===== config.mk =====
export PLATFORM = sky130hd
export DESIGN_NAME = bootrom_arbiter
export DESIGN_NICKNAME = d
export VERILOG_FILES = /design/src/rtl/bootrom_pkg.sv /design/src/rtl/rr_arbiter2.sv /design/src/rtl/bootrom_arbiter.sv
export SDC_FILE = /design/constraint.sdc
export NUM_CORES = 1
export LEC_CHECK = 0
export CORE_MARGIN = 4
export CORE_UTILIZATION = 36
export DETAILED_ROUTE_END_ITERATION = 7
export GPL_ROUTABILITY_DRIVEN = 0
export GPL_TIMING_DRIVEN = 1
export PLACE_DENSITY = 0.9
export SLEW_MARGIN = 5
export SYNTH_ARGS = -nofsm -noshare
export SYNTH_HDL_FRONTEND = slang
export SYNTH_SLANG_ARGS = --single-unit

===== constraint.sdc =====
create_clock -name clock -period 2.4 [get_ports clock]
set_input_delay 0.48 -clock clock [delete_from_list [all_inputs] [get_ports clock]]
set_output_delay 0.48 -clock clock [all_outputs]
set_load 0.05 [all_outputs]

===== src/rtl/bootrom_pkg.sv =====
// bootrom_pkg: shared state encoding, default widths and address legality check for the BootROM arbiter
package bootrom_pkg;
  typedef enum logic [1:0] {IDLE, READ, RESP} state_t;
  localparam int DEF_ROM_AW = 11;
  localparam int DEF_DATA_W = 32;
  function automatic logic addr_legal(input logic [31:0] addr, input int rom_words);
    return (addr[1:0] == 2'b00) && ({2'b00, addr[31:2]} < 32'(rom_words));
  endfunction
endpackage


===== src/rtl/rr_arbiter2.sv =====
// rr_arbiter2: two-way round-robin grant with a pointer that flips away from the last winner
module rr_arbiter2 (
  input  logic       clock,
  input  logic       reset,
  input  logic [1:0] valid,
  input  logic       take,
  output logic       grant
);
  logic ptr;
  assign grant = valid[ptr] ? ptr : ~ptr;
  // pointer moves to the port that lost, so a waiting port wins next time
  always_ff @(posedge clock)
    if (reset) ptr <= 1'b0;
    else if (take) ptr <= ~grant;
endmodule


===== src/rtl/bootrom_arbiter.sv =====
// bootrom_arbiter: shares a single-port registered BootROM between two requesters, one access at a time
module bootrom_arbiter
  import bootrom_pkg::*;
#(
  parameter int ROM_AW    = DEF_ROM_AW,
  parameter int DATA_W    = DEF_DATA_W,
  parameter int BYTE_AW   = ROM_AW + 2,
  parameter int ROM_WORDS = 2 ** ROM_AW
) (
  input  logic                 clock,
  input  logic                 reset,
  input  logic [1:0]           req_valid,
  output logic [1:0]           req_ready,
  input  logic [2*BYTE_AW-1:0] req_addr,
  output logic [1:0]           resp_valid,
  input  logic [1:0]           resp_ready,
  output logic [DATA_W-1:0]    resp_data,
  output logic                 resp_err,
  output logic                 rom_me,
  output logic                 rom_oe,
  output logic [ROM_AW-1:0]    rom_address,
  input  logic [DATA_W-1:0]    rom_q
);
  state_t state, nxt;
  logic grant, owner, take, legal;
  logic [BYTE_AW-1:0] sel_addr;
  assign take     = (state == IDLE) && !reset && (|req_valid);
  assign sel_addr = grant ? req_addr[2*BYTE_AW-1:BYTE_AW] : req_addr[BYTE_AW-1:0];
  assign legal    = addr_legal(32'(sel_addr), ROM_WORDS);
  rr_arbiter2 u_rr (
    .clock(clock),
    .reset(reset),
    .valid(req_valid),
    .take (take),
    .grant(grant)
  );
  // next state plus ROM strobes and handshakes; rom_me only in the grant cycle, rom_oe only in READ
  always_comb begin
    nxt         = state;
    req_ready   = 2'b00;
    resp_valid  = 2'b00;
    rom_me      = 1'b0;
    rom_oe      = 1'b0;
    rom_address = '0;
    if (take) begin
      req_ready[grant] = 1'b1;
      rom_me           = legal;
      rom_address      = legal ? sel_addr[ROM_AW+1:2] : '0;
      nxt              = legal ? READ : RESP;
    end
    if (state == READ) begin
      rom_oe = 1'b1;
      nxt    = RESP;
    end
    if (state == RESP) begin
      resp_valid[owner] = 1'b1;
      nxt               = resp_ready[owner] ? IDLE : RESP;
    end
  end
  // state, owner and held response; illegal accesses skip the ROM and answer with an error
  always_ff @(posedge clock)
    if (reset) begin
      state     <= IDLE;
      owner     <= 1'b0;
      resp_data <= '0;
      resp_err  <= 1'b0;
    end else begin
      state <= nxt;
      if (take) begin
        owner <= grant;
        if (!legal) begin
          resp_data <= '0;
          resp_err  <= 1'b1;
        end
      end
      if (state == READ) begin
        resp_data <= rom_q;
        resp_err  <= 1'b0;
      end
    end
endmodule


==> results of run 1 <==
==> state kept, by name (all words and copies together) (netlist names) <==
register and cells:
u_rr.ptr 1, owner 1, state 2, resp_err 1, resp_data 32
==> power by group through the flow <==
| stage | logic (mW) | registers [mW] | clock network (mW) |
|---|---|---|---|
| after global placement | 0.535 | 0.685 | 0 |
| after detailed placement | 0.545 | 0.687 | 0 |
| final | 0.567 | 0.675 | 0.558 |
| after CTS | 0.565 | 0.674 | 0.567 |
| after floorplan | 0.206 | 0.763 | 0 |
| after global routing | 0.599 | 0.679 | 0.589 |
==> worst max-delay path: stages (launching register included) <==
cell and delay [ps]:
dfxtp_1 520, nand2b_2 140, inv_1 90, clkdlybuf4s50_1 810
==> area by class of cell <==
| class | count | area [µm²] | area share, % |
|---|---|---|---|
| timing repair buffer | 130 | 1420 | 45.9 |
| multi-input combinational | 102 | 744 | 24.1 |
| tap | 50 | 62.6 | 2.02 |
| clock buffer | 6 | 82.6 | 2.67 |
| sequential | 37 | 741 | 23.9 |
| clock inverter | 2 | 37.5 | 1.21 |
| inverter | 2 | 7.51 | 0.243 |
==> stage by stage <==
| stage | worst slack (ps) | cell area (µm²) | hold WS [ps] |
|---|---|---|---|
| floorplan | 37.1 | 1520 | 505 |
| global placement | -28.8 | 2900 | 453 |
| detailed placement | -102 | 2900 | 454 |
| CTS | 1.77 | 3080 | 467 |
| global route | 5.19 | 3090 | 496 |
| finish | 81.1 | 3090 | 466 |
==> placed cells by master (no fill, tap or decap), types with 2 or more instances in the layout <==
cell type	netlist	final
a21oi_1	13	2
clkdlybuf4s50_1	0	96
o21ai_0	2	2
a22o_2	2	2
nor2_1	11	9
dlymetal6s2s_1	0	2
buf_12	0	15
nand2b_2	2	2
a22o_1	30	30
inv_1	2	2
buf_4	0	15
nor2_2	0	2
clkbuf_8	0	6
nand3_1	23	23
a21oi_2	0	11
nand2_1	4	3
dfxtp_1	37	37
==> kinds of logic after synthesis <==
group                  count (synthesis)
DFF                                   37
muxes                                  1
AOI/OAI and AO/OA                     52
buffers and inverters                 14
and+or+nand+nor                       49
==> layer usage <==
| metal | vias to the layer above | wire length, µm | track usage (%) |
|---|---|---|---|
| met1 | 804 | 2110 | 24.7 |
| met5 | - | 0 | 0 |
| li1 | 818 | - | - |
| met3 | 11 | 376 | 6.20 |
| met2 | 67 | 2910 | 37.1 |
| met4 | 0 | 113 | 7.58 |
==> worst min path at each step <==
stage               endpoint  slack (ps)  depth (start not counted)
2_1_floorplan       u_rr.ptr         500                          1
6_report            resp_err         470                          2
4_1_cts             resp_err         470                          2
5_1_grt         resp_data[6]         500                          1
3_3_place_gp        resp_err         450                          2
3_5_place_dp   resp_data[27]         450                          1
==> what timing repair did <==
action / CTS / global route
pin swaps: 4 / 3
gates cloned: 1 / 0
gates resized for setup: 16 / 4
endpoints found under the setup margin: 11 / 19
buffers inserted: 1 / 0
==> out/results.ini, run 1 <==
[outcome]
outcome = finished, final reports clean

[floorplan]
dieArea_um2 = 5320
core_um2 = 4030
rows = 23
die_w_um = 72.9
ios = 114
die_h_um = 72.9
start_util_pct = 37.7

[final_layout]
antennaDiodeCount = 0
nNetsFinal = 342
utilization_pct = 76.8
nFillCells = 293
fin_cells = 329
area_growth_pct = 104
drive_above_1_share_pct = 22.6

[power_and_ir_drop]
netSwitchingPower_uw = 550
p_leak_nw = 1.18
p_sw_share_pct = 30.6
power.internal_mw = 1.25
clockPowerShare_pct = 31.0
p_comb_share_pct = 31.5
ir_worst_vdd_mv = 0.514
power.total_mw = 1.80
p_per_area_nw_per_um2 = 581
power_frac_seq_pct = 37.5

[timing]
drv_slew = 0
hold_viol_final = 0
max_slew_margin_pct = 43.0
fin_crit_sh_pct = 96.6
finalCriticalPeriod_ps = 2320
worst_pin_slew_ps = 855
clock_skew_ps = 6.44
max_freq_mhz = 431
setup_violations = 0
rsz0062_at_grt = no
final.setup.tns_ps = 0

[grt]
overflow = 0
antenna_found_initial = 0
grt_max_degree = 33
grt_first_pass_wirelength_um = 8730
first_global_vias = 1799
track_usage_pct = 21.3

[routing]
routedWlPerCell_um = 16.7
drt-vias-per-instance = 5.17
first_pass_iters = 4
num_vias = 1700
drt.antenna.violating_nets = 0
drc_errors = 0
wl_um = 5500
dr.first_iter.drc_count = 70

[logic_synthesis]
synth_edf_count = 0
synth_area_leaders = dfxtp_1 49%, a22o_1 17%, nand3_1 7.6%
synth_seq_cells = 37
synthSimpleGateAreaFrac_pct = 17.9
yosysSeqAreaShare_pct = 48.8
synth_compound_area_share_pct = 27.1
synth_top_area_share_pct = 48.8
synth.most_common_cell = dfxtp_1
async_flop_share_pct = 0
netlist_area_um2 = 1520
synth_fp_nets = 217
yosysUniqueCellTypes = 29
synth_top_family_by_area = compound AO/OA/AOI/OAI gates
synth-xor-area-share_pct = 0
muxShareOfSynthArea_pct = 0.660
synth_cells = 153
synthTopCellsByCount = 37 x dfxtp_1, 30 x a22o_1, 23 x nand3_1
synthAdderAreaFrac_pct = 0
avgSynthCellArea_um2 = 9.92
yosysTopAreaCell = dfxtp_1
yosysWarningCount = 0
synthFlopType = dfxtp_1

[clocking]
clock_sinks = 37
numCtsBuffers = 5
insertion_delay_ps = 280
cts_tree = yes
cts_buffer_depth = 2
cts_max_level = 2
path_clk_slew_ps = 70
hold_buffers = 0
root_buffer = clkbuf_8

[min_path]
min-delay-start = resp_err
min_path_type = flip-flop to flip-flop

[critical_path]
rr_worst_depth = 6
cp-endpoint = rom_oe
path_max_fanout = 7
end_kind = primary output
crit_start = state[0]
start_kind = flip-flop
r2r-start = u_rr.ptr
cp.arrival_ps = 1840
rrSetupSlack_ps = 430
timing.rr.end = resp_data[0]
cp.required_ps = 1920
critPathKind = flip-flop to primary output

[place]
post-dp-hpwl_um = 4080
dp.cells = 319
io_buffers = 113

[flow_run]
cap_violations = 0

Power figures use the tool's default switching activity.
==> inputs of run 2 (changes only) <==
--- a/config.mk
+++ b/config.mk
@@ -7,6 +7,7 @@
 export LEC_CHECK = 0
 export CORE_MARGIN = 4
 export CORE_UTILIZATION = 36
+export CTS_CLUSTER_SIZE = 20
 export DETAILED_ROUTE_END_ITERATION = 7
 export GPL_ROUTABILITY_DRIVEN = 0
 export GPL_TIMING_DRIVEN = 1
==> results of run 2 <==
No change in the layout: final DEF, timing and power equal those of run 1.
